--- src/rtl/lcd_bus_monitor_if.sv ---
// HD44780-style 8-bit LCD bus as seen between an LCD writer and the monitor.
// Signals:
//   LCM_EN   - bus enable; a transaction completes on its falling edge
//   LCM_RS   - 0 = command, 1 = data
//   LCM_RW   - 0 = write, 1 = read
//   LCM_DATA - 8-bit bus data
// Modports: master drives the bus (LCD writer / bench), slave observes it.
interface lcd_bus_monitor_if;
  logic       LCM_EN;
  logic       LCM_RS;
  logic       LCM_RW;
  logic [7:0] LCM_DATA;

  modport master (output LCM_EN, LCM_RS, LCM_RW, LCM_DATA);
  modport slave  (input  LCM_EN, LCM_RS, LCM_RW, LCM_DATA);
endinterface

--- src/rtl/lcd_bus_monitor.sv ---
// LCD bus monitor: decodes HD44780-style bus writes and keeps a 2x16 DDRAM
// shadow plus display/entry/function state, readable on chip.
// Ports:
//   CLK, RESET        - system clock, asynchronous active-high reset
//   bus               - LCD bus (slave modport), asynchronous to CLK
//   RD_ADDR / RD_DATA - shadow read port (0-15 line 1, 16-31 line 2), 1-cycle latency
//   AC                - DDRAM address counter
//   DISP_ON, CURSOR_ON, BLINK_ON, ENTRY_INC, TWO_LINE - decoded mode bits
//   BUSY              - clear engine running
//   CMD_STB, DATA_STB - one-cycle pulse per accepted command / data write
//   OVERRUN           - sticky: a transaction arrived while BUSY
module lcd_bus_monitor #(
  parameter int unsigned SYNC_STAGES = 2,
  parameter logic [7:0]  CLEAR_CHAR  = 8'h20
) (
  input  logic               CLK,
  input  logic               RESET,
  lcd_bus_monitor_if.slave   bus,
  input  logic [4:0]         RD_ADDR,
  output logic [7:0]         RD_DATA,
  output logic [6:0]         AC,
  output logic               DISP_ON,
  output logic               CURSOR_ON,
  output logic               BLINK_ON,
  output logic               ENTRY_INC,
  output logic               TWO_LINE,
  output logic               BUSY,
  output logic               CMD_STB,
  output logic               DATA_STB,
  output logic               OVERRUN
);

  localparam int unsigned BUS_W   = 11;   // {EN, RS, RW, DATA[7:0]}
  localparam int unsigned DEPTH   = 32;
  localparam int unsigned IDX_W   = 5;
  localparam int unsigned HI_W    = 8;
  localparam int unsigned EN_BIT  = BUS_W - 1;
  localparam int unsigned RS_BIT  = BUS_W - 2;
  localparam int unsigned RW_BIT  = BUS_W - 3;

  typedef enum logic {
    ST_IDLE,
    ST_CLEAR
  } clr_state_e;

  logic [BUS_W-1:0] sync_q [SYNC_STAGES];
  logic [BUS_W-1:0] bus_raw;
  logic [BUS_W-1:0] bus_s;
  logic             en_s;
  logic             en_fall;
  logic [HI_W-1:0]  hi_cnt_q;

  logic             pend_valid_q;
  logic             pend_rs_q;
  logic             pend_rw_q;
  logic [7:0]       pend_data_q;

  clr_state_e       state_q;
  logic [IDX_W-1:0] clr_idx_q;
  logic             cgram_mode_q;

  logic [7:0]       shadow [DEPTH];
  logic             mem_we;
  logic [IDX_W-1:0] mem_waddr;
  logic [7:0]       mem_wdata;
  logic             ac_on_screen;
  logic [IDX_W-1:0] ac_idx;

  // Step the address counter, folding the two 40-column DDRAM lines together.
  function automatic logic [6:0] ac_step(input logic [6:0] ac, input logic inc);
    logic [6:0] r;
    if (inc) begin
      if (ac == 7'h27)      r = 7'h40;
      else if (ac == 7'h67) r = 7'h00;
      else                  r = 7'(ac + 7'd1);
    end else begin
      if (ac == 7'h40)      r = 7'h27;
      else if (ac == 7'h00) r = 7'h67;
      else                  r = 7'(ac - 7'd1);
    end
    return r;
  endfunction

  assign bus_raw = {bus.LCM_EN, bus.LCM_RS, bus.LCM_RW, bus.LCM_DATA};
  assign bus_s   = sync_q[SYNC_STAGES-1];
  assign en_s    = bus_s[EN_BIT];

  // A fall only counts once EN has been seen high for SYNC_STAGES cycles,
  // so single-cycle glitches never become transactions.
  assign en_fall = !en_s && (hi_cnt_q >= HI_W'(SYNC_STAGES));

  // Visible window: 0x00-0x0F -> 0-15, 0x40-0x4F -> 16-31.
  assign ac_on_screen = (AC[6:4] == 3'b000) || (AC[6:4] == 3'b100);
  assign ac_idx       = {AC[6], AC[3:0]};

  // Shadow write port: clear engine has priority; data writes never overlap it.
  always_comb begin
    mem_we    = 1'b0;
    mem_waddr = '0;
    mem_wdata = '0;
    if (state_q == ST_CLEAR) begin
      mem_we    = 1'b1;
      mem_waddr = clr_idx_q;
      mem_wdata = CLEAR_CHAR;
    end else if (pend_valid_q && !pend_rw_q && pend_rs_q && !cgram_mode_q && ac_on_screen) begin
      mem_we    = 1'b1;
      mem_waddr = ac_idx;
      mem_wdata = pend_data_q;
    end
  end

  // Shadow storage; contents are initialised by the clear engine after reset.
  always_ff @(posedge CLK) begin
    if (mem_we) shadow[mem_waddr] <= mem_wdata;
  end

  // Synchronizer, edge capture, decode, clear engine and registered outputs.
  always_ff @(posedge CLK or posedge RESET) begin
    if (RESET) begin
      for (int unsigned i = 0; i < SYNC_STAGES; i++) sync_q[i] <= '0;
      hi_cnt_q     <= '0;
      pend_valid_q <= 1'b0;
      pend_rs_q    <= 1'b0;
      pend_rw_q    <= 1'b0;
      pend_data_q  <= '0;
      state_q      <= ST_CLEAR;
      clr_idx_q    <= '0;
      cgram_mode_q <= 1'b0;
      BUSY         <= 1'b1;
      RD_DATA      <= '0;
      AC           <= '0;
      DISP_ON      <= 1'b0;
      CURSOR_ON    <= 1'b0;
      BLINK_ON     <= 1'b0;
      ENTRY_INC    <= 1'b1;
      TWO_LINE     <= 1'b0;
      CMD_STB      <= 1'b0;
      DATA_STB     <= 1'b0;
      OVERRUN      <= 1'b0;
    end else begin
      sync_q[0] <= bus_raw;
      for (int unsigned i = 1; i < SYNC_STAGES; i++) sync_q[i] <= sync_q[i-1];

      if (!en_s)                hi_cnt_q <= '0;
      else if (hi_cnt_q != '1)  hi_cnt_q <= HI_W'(hi_cnt_q + 1'b1);

      // RS/RW/DATA come from the same synced stage as the EN fall.
      pend_valid_q <= en_fall;
      if (en_fall) begin
        pend_rs_q   <= bus_s[RS_BIT];
        pend_rw_q   <= bus_s[RW_BIT];
        pend_data_q <= bus_s[7:0];
      end

      CMD_STB  <= 1'b0;
      DATA_STB <= 1'b0;
      RD_DATA  <= shadow[RD_ADDR];

      if (state_q == ST_CLEAR) begin
        clr_idx_q <= IDX_W'(clr_idx_q + 1'b1);
        if (clr_idx_q == IDX_W'(DEPTH - 1)) begin
          state_q <= ST_IDLE;
          BUSY    <= 1'b0;
        end
      end

      if (pend_valid_q) begin
        if (state_q == ST_CLEAR) begin
          OVERRUN <= 1'b1;
        end else if (pend_rw_q) begin
          // bus reads carry nothing for the shadow
        end else if (!pend_rs_q) begin
          CMD_STB <= 1'b1;
          casez (pend_data_q)
            8'b1???????: begin
              AC           <= pend_data_q[6:0];
              cgram_mode_q <= 1'b0;
            end
            8'b01??????: cgram_mode_q <= 1'b1;
            8'b001?????: TWO_LINE <= pend_data_q[3];
            8'b0001????: begin
              if (!pend_data_q[3]) AC <= ac_step(AC, pend_data_q[2]);
            end
            8'b00001???: begin
              DISP_ON   <= pend_data_q[2];
              CURSOR_ON <= pend_data_q[1];
              BLINK_ON  <= pend_data_q[0];
            end
            8'b000001??: ENTRY_INC <= pend_data_q[1];
            8'b0000001?: AC <= '0;
            8'b00000001: begin
              AC           <= '0;
              ENTRY_INC    <= 1'b1;
              cgram_mode_q <= 1'b0;
              state_q      <= ST_CLEAR;
              clr_idx_q    <= '0;
              BUSY         <= 1'b1;
            end
            default: ;
          endcase
        end else begin
          DATA_STB <= 1'b1;
          if (!cgram_mode_q) AC <= ac_step(AC, ENTRY_INC);
        end
      end
    end
  end

endmodule

--- src/flat_wrapper.sv ---
// flat-port wrapper written by rule: the top's interface ports become plain ports
module lcd_bus_monitor_flat 
#(
  parameter int unsigned SYNC_STAGES = 2,
  parameter logic [7:0]  CLEAR_CHAR  = 8'h20
)
  (CLK, RESET, RD_ADDR, RD_DATA, AC, DISP_ON, CURSOR_ON, BLINK_ON, ENTRY_INC, TWO_LINE, BUSY, CMD_STB, DATA_STB, OVERRUN, bus_LCM_EN, bus_LCM_RS, bus_LCM_RW, bus_LCM_DATA);
  lcd_bus_monitor_if bus_i ();
  input  logic CLK;
  input  logic RESET;
  input  logic [4:0] RD_ADDR;
  output logic [7:0] RD_DATA;
  output logic [6:0] AC;
  output logic DISP_ON;
  output logic CURSOR_ON;
  output logic BLINK_ON;
  output logic ENTRY_INC;
  output logic TWO_LINE;
  output logic BUSY;
  output logic CMD_STB;
  output logic DATA_STB;
  output logic OVERRUN;
  input wire logic [$bits(bus_i.LCM_EN)-1:0] bus_LCM_EN;
  input wire logic [$bits(bus_i.LCM_RS)-1:0] bus_LCM_RS;
  input wire logic [$bits(bus_i.LCM_RW)-1:0] bus_LCM_RW;
  input wire logic [$bits(bus_i.LCM_DATA)-1:0] bus_LCM_DATA;
  assign bus_i.LCM_EN = bus_LCM_EN;
  assign bus_i.LCM_RS = bus_LCM_RS;
  assign bus_i.LCM_RW = bus_LCM_RW;
  assign bus_i.LCM_DATA = bus_LCM_DATA;
  lcd_bus_monitor #(.SYNC_STAGES(SYNC_STAGES), .CLEAR_CHAR(CLEAR_CHAR)) u_core (.CLK(CLK), .RESET(RESET), .bus(bus_i), .RD_ADDR(RD_ADDR), .RD_DATA(RD_DATA), .AC(AC), .DISP_ON(DISP_ON), .CURSOR_ON(CURSOR_ON), .BLINK_ON(BLINK_ON), .ENTRY_INC(ENTRY_INC), .TWO_LINE(TWO_LINE), .BUSY(BUSY), .CMD_STB(CMD_STB), .DATA_STB(DATA_STB), .OVERRUN(OVERRUN));
endmodule
--- config.mk ---
export PLATFORM = sky130hd
export DESIGN_NAME = lcd_bus_monitor_flat
export DESIGN_NICKNAME = d
export VERILOG_FILES = /design/src/rtl/lcd_bus_monitor_if.sv /design/src/rtl/lcd_bus_monitor.sv /design/src/flat_wrapper.sv
export SDC_FILE = /design/constraint.sdc
export NUM_CORES = 1
export LEC_CHECK = 0
export CAP_MARGIN = 30
export CORE_MARGIN = 1.5
export CORE_UTILIZATION = 36
export CTS_CLUSTER_SIZE = 12
export DETAILED_ROUTE_END_ITERATION = 16
export PLACE_DENSITY_LB_ADDON = 0.1
export SLEW_MARGIN = 20
export SYNTH_ARGS = -nofsm -noshare
export SYNTH_HDL_FRONTEND = slang
export SYNTH_SLANG_ARGS = --single-unit
--- constraint.sdc ---
create_clock -name CLK -period 3.54 [get_ports CLK]
set_input_delay 0.354 -clock CLK [delete_from_list [all_inputs] [get_ports CLK]]
set_output_delay 0.354 -clock CLK [all_outputs]
set_load 0.01 [all_outputs]
Word-level counts from Yosys, hierarchy flattened
Memories as Yosys holds them, arrays and structs flattened. A register that Yosys moved wholly into a read port is not among the register bits.
Index checks and enable logic that the tools add are counted.

word-level totals
  flip-flop bits (word level) = 64
  latch bits = 0
  bits in writable memories = 256
  memory bits (read-only) = 0
  input port bits = 18
  output and inout bits = 24
  logic and storage cells = 117
  memories kept = 1

cells by class
  add/subtract/negate cells = 4
  multipliers = 0
  div/mod/pow operators = 0
  order comparisons = 1
  equality and inequality tests = 16
  shifts and indexed selects = 0
  multiplexer cells = 50
  bitwise gates (word level) = 3
  reductions and logical operators = 22

memory list
  memory         words  bits a word  rd ports  clocked after memory_dff  write ports  line                   source
  u_core.shadow  32     8            1         1                         1            lcd_bus_monitor.sv:62  logic [7:0] shadow [DEPTH];

operators with widths
  cell                                                 number
  two-way mux 7 bit                                    9
  two-way mux 5 bit                                    8
  two-way mux 8 bit                                    4
  two-way mux 1 bit                                    26
  one-hot mux 7 bit (3 select lines)                   1
  AND reduction 5 bit                                  4
  equality test 7 bit, second input constant           2
  adder 8 x 1 -> 8 bit, second input constant          1
  equality test 8 x 1 -> 1 bit, second input constant  1
  >= comparator 8 x 2 -> 1 bit, second input constant  1
  != test 8 bit, second input constant                 1
  adder 7 x 1 -> 7 bit, second input constant          1
  equality test 7 x 1 -> 1 bit, second input constant  1
  equality test 7 x 6 -> 1 bit, second input constant  1
  logical NOT 7 bit                                    1
  subtractor 7 x 1 -> 7 bit, second input constant     1
  equality test 6 x 1 -> 1 bit, second input constant  1
  AND reduction 6 bit                                  1
  adder 5 x 1 -> 5 bit, second input constant          1
  equality test 5 x 1 -> 1 bit, second input constant  1
  equality test 5 bit, second input constant           1
  logical AND 1 bit                                    5
  equality test 4 x 1 -> 1 bit, second input constant  1
  != test 2 bit, second input constant                 2
  other kinds (13)                                     20

Longest topological paths before layout
  depth in word-level cells = 9
  gate-level depth with buffers = 8
  gate-level depth less buffers = 7

Worst setup path after synthesis
Ideal clock, no wire load.

  kind = register to register
  start = reg u_core.AC[4]
  end = mem u_core.shadow[0][2], data pin
  arrival = 2.631 ns
  slack = 0.464 ns
  cell stages (with the launch flop) = 6
  buffers on the path = 2
  path through = dfrtp_1 > clkbuf_1 > nor2_1 > or4b_1 > buf_2 > nor3_1

between the ends
  word-level cells in the longest chain between the ends = 5
  elaborated cells on any way between the ends = 6
  those cells by class = eq/ne (1); mux (2); reduce/logical (3)

ends and longest elaborated chain
  what                                                             line                    source
  start: declaration                                               lcd_bus_monitor.sv:21   output logic [6:0] AC,
  start signal: assignment                                         lcd_bus_monitor.sv:176  AC <= pend_data_q[6:0];
  start signal: assignment                                         lcd_bus_monitor.sv:182  if (!pend_data_q[3]) AC <= ac_step(AC, pend_data_q[2]);
  start signal: assignment                                         lcd_bus_monitor.sv:203  if (!cgram_mode_q) AC <= ac_step(AC, ENTRY_INC);
  equality test 3 bit / logical NOT 3 bit (equally long branches)  lcd_bus_monitor.sv:93   assign ac_on_screen = (AC[6:4] == 3'b000) || (AC[6:4] == 3'b100);
  logical OR 1 bit (*)                                             lcd_bus_monitor.sv:93
  logical AND 1 bit (*)                                            lcd_bus_monitor.sv:105  end else if (pend_valid_q && !pend_rw_q && pend_rs_q && !cgram_mode_q && ac_on_screen) begin
  two-way mux 8 bit (*)                                            lcd_bus_monitor.sv:105
  two-way mux 8 bit (*)                                            lcd_bus_monitor.sv:101  if (state_q == ST_CLEAR) begin
  via u_core.mem_wdata[2]                                          lcd_bus_monitor.sv:65   logic [7:0] mem_wdata;
  end: declaration                                                 lcd_bus_monitor.sv:62

Mark *: on every way through the listed nets, which the timed path passes. The rest lies on a longest branch.

Final worst setup path
  start = reg u_core.AC[5]
  end = mem u_core.shadow[5][1], enable pin

between the ends
  word-level cells in the longest chain between the ends = 7
  elaborated cells on any way between the ends = 10
  those cells by class = eq/ne (1); mux (6); reduce/logical (3)

ends and longest elaborated chain
  what                                                             line                    source
  equality test 3 bit / logical NOT 3 bit (equally long branches)  lcd_bus_monitor.sv:93
  logical OR 1 bit (*)                                             lcd_bus_monitor.sv:93
  logical AND 1 bit (*)                                            lcd_bus_monitor.sv:105
  two-way mux 1 bit                                                lcd_bus_monitor.sv:105
  two-way mux 1 bit                                                lcd_bus_monitor.sv:101
  two-way mux 1 bit                                                lcd_bus_monitor.sv:114  if (mem_we) shadow[mem_waddr] <= mem_wdata;
  two-way mux 1 bit (implied by the code)                          lcd_bus_monitor.sv:114

Every way passes the cells marked *; elsewhere a longest branch is shown, timed or not.

==> impl_metrics.tcl <==
set metrics [dict create \
    cts_hold_buffers 0 \
    drv_cap 0 \
    worst_path_largest_cell_delay_ns 0.80 \
    die_y_um 194.3 \
    dominantRegCellSynth "edfxtp_1" \
    crit_path_frequent_cell "nor2_1" \
    postCtsResizedCells 0 \
    wl_per_cell_um 24.27 \
    syn-num-nets 753 \
    final_max_slew_viol_count 0 \
    clock_path_buffers 3 \
    grt_pass1_vias 7486 \
    top_layer "met5" \
    worst_pin_slew_ns 0.9073 \
    hold_violations 0 \
    p_leak_nw 5.617 \
    synth.distinct_cells 54 \
    yosys_warnings 0 \
    crit_chain "nor2_1 -> or4b_1 -> nor4_1 -> a31oi_1 -> nor2_1" \
    relSlewSlack 0.3929 \
    path_buf_inv 0 \
    dpl-instance-area_um2 14410 \
    powerDensity_nw_per_um2 611.5 \
    rsz0062_at_grt "no" \
    fin_skew_ns 0.01795 \
    post-route-period-util 0.8576 \
    wl_met1_mm 14.14 \
    gp_congestion 0.8152 \
    die_w_um 194.3 \
    area_delta_synth_final_pct 17.80 \
    cp_slowest_cell "nor2_1" \
    synth_seq_area_share 0.7208 \
    status "finished clean" \
    cts_tree "built" \
    hp-class "input port to async pin" \
    rows 69 \
    crit_path_end_kind "flip-flop" \
    drtIter0Drc 520 \
    cts.htree.levels 2 \
    routed_wl_mm 31.62 \
    via_count 7087 \
    cts_buffers 36 \
    min_period_ns 3.036 \
    clk_pin_slew_ns 0.06 \
    synth-edff-count 256 \
    setup.worst_path.class "flip-flop to flip-flop" \
    clk_latency_ns 0.51 \
    grt_pass1_wl_mm 48.47 \
    final_cells 1303 \
    peakVddDrop_mv 0.3171 \
    drc 0 \
    grt_max_degree 65 \
    cp_max_fo 12 \
    dieArea_um2 37740 \
    clkSinkCount 328 \
    cp_top_family "simple AND/OR/NAND/NOR gates" \
    clockRootBuffer "clkbuf_16" \
    tns_ns 0 \
    synthCells 729 \
    startpoint "u_core.AC[5]$_DFFE_PP0P_" \
    setup_violations 0 \
    fmax_ghz 0.3294 \
    synth_area_um2 13170 \
    synthArstFlopShare 0.2195 \
    io_pins 42 \
    num-nets-final 843 \
    synth-seq-cells 328 \
    fin_area_um2 15510 \
    coreArea_um2 35830 \
    utilization 0.4330 \
    syn_area_per_cell_um2 18.07 \
    reg2reg_from "u_core.AC[5]$_DFFE_PP0P_" \
    critPathRequiredTime_ns 3.68 \
    port_buffers 41 \
    antenna_found_initial 1 \
    diodes 0 \
    groute.usage.overall 0.1717 \
    start_kind "flip-flop" \
    cp.arrival_ns 3.17 \
    drt_pass1_iterations 7 \
    post_cts_buffers 0 \
    wl_met2_mm 14.83 \
    via_per_inst 5.439 \
    grt.overflow.total 0 \
    wl_met3_mm 2.042 \
    dpl.hpwl_mm 20.42 \
    ant_nets 0 \
    power.total_mw 9.487 \
    dp_cells 1241 \
    drive_gt1_frac 0.2494 \
    initial_core_util 0.3676 \
]
==> routing by layer <==
metal,global-route usage,vias to the layer above
met2,0.2734,267
met3,0.03270,47
met1,0.2438,3696
met4,0.04282,2
li1,-,3075
met5,0,-
==> power breakdown <==
part           internal, mW  leakage, nW  switching (mW)
Clock                  2.05        0.534            1.45
Combinational         0.588         1.56           0.757
Sequential             4.34         3.53           0.306
Total                  6.98         5.62            2.51
==> cell type report <==
class / instances / area, um2
clock buffer: 48 / 997.2
multi-input combinational: 347 / 3475
inverter: 16 / 61.31
sequential: 328 / 9493
fill: 3096 / 20310
clock inverter: 13 / 93.84
tap: 461 / 576.8
timing repair buffer: 90 / 818.3
==> final timing paths <==
| check | end | slack, ns | depth (start not counted) |
|---|---|---|---|
| min in group CLK | u_core.sync_q[11]$_DFF_PP0_ | 0.28 | 1 |
| max in group asynchronous | u_core.ENTRY_INC$_DFFE_PP1P_ | 2.52 | 4 |
| hold / removal | u_core.sync_q[21]$_DFF_PP0_ | 0.15 | 2 |
| hold reg to reg | u_core.bus_s[7]$_DFF_PP0_ | 0.35 | 0 |
| setup reg to reg | u_core.shadow[5][1]$_DFFE_PP_ | 0.50 | 5 |
| setup / recovery | u_core.shadow[5][1]$_DFFE_PP_ | 0.50 | 5 |
==> registers in the layout, indices dropped and copies added, names as in the netlist, 5 cells and up <==
name / flops
u_core.sync_q: 11
u_core.RD_DATA: 8
u_core.pend_data_q: 8
u_core.AC: 7
u_core.clr_idx_q: 5
u_core.bus_s: 11
u_core.hi_cnt_q: 8
u_core.shadow: 256
==> cells by family after synthesis <==
| family | Yosys count | synth area share |
|---|---|---|
| compound gates | 74 | 0.03743 |
| xor+xnor | 10 | 0.006650 |
| fa+ha+maj | 6 | 0.005700 |
| buf+inv | 54 | 0.01786 |
| flops | 328 | 0.7208 |
| mux | 102 | 0.1553 |
| simple gates | 155 | 0.05624 |
==> metrics by stage <==
| step | setup WS, ns | hold slack (ns) |
|---|---|---|
| 4_1_cts | 0.4927 | 0.1440 |
| 3_3_place_gp | 0.5972 | 0.3328 |
| 3_5_place_dp | 0.5137 | 0.3355 |
| 6_report | 0.5042 | 0.1508 |
| 5_1_grt | 0.2648 | 0.1841 |
| 2_1_floorplan | 0.4638 | 0.3312 |
==> synthesized netlist by cell type, drive strengths merged, types with 3 or more instances <==
library cell	number	area [um2]
a211oi	4	30.03
a21oi	12	60.06
a22o	3	26.28
a31oi	12	75.07
and2	7	43.79
and3	3	18.77
buf	16	92.59
clkbuf	22	82.58
dfrtp	69	1727
dfstp	3	78.83
edfxtp	256	7687
ha	6	75.07
inv	16	60.06
mux2	19	214.0
mux2i	3	30.03
mux4	80	1802
nand2	32	120.1
nand2b	5	31.28
nand3	9	45.04
nand4	3	18.77
nor2	56	212.7
nor2b	6	37.54
nor3	15	75.07
nor4	9	56.30
o21ai	17	85.08
o22ai	4	25.02
o31ai	6	50.05
xnor2	5	43.79
xor2	5	43.79
==> cell usage in the layout (no fill, tap or decap), drive strengths merged, types with 5 or more instances in the layout <==
cell	n
and2	7
a31oi	12
inv	17
clkinv	10
a21oi	12
nand2	32
mux2	19
nand3	9
ha	6
nor2b	6
xor2	5
clkbuf	49
clkdlybuf4s50	39
mux4	80
xnor2	5
nor3	15
o31ai	6
nand2b	5
nor4	9
nor2	56
o21ai	17
buf	50
edfxtp	256
dfrtp	69
Note: power is estimated with default switching activity, not from simulation.
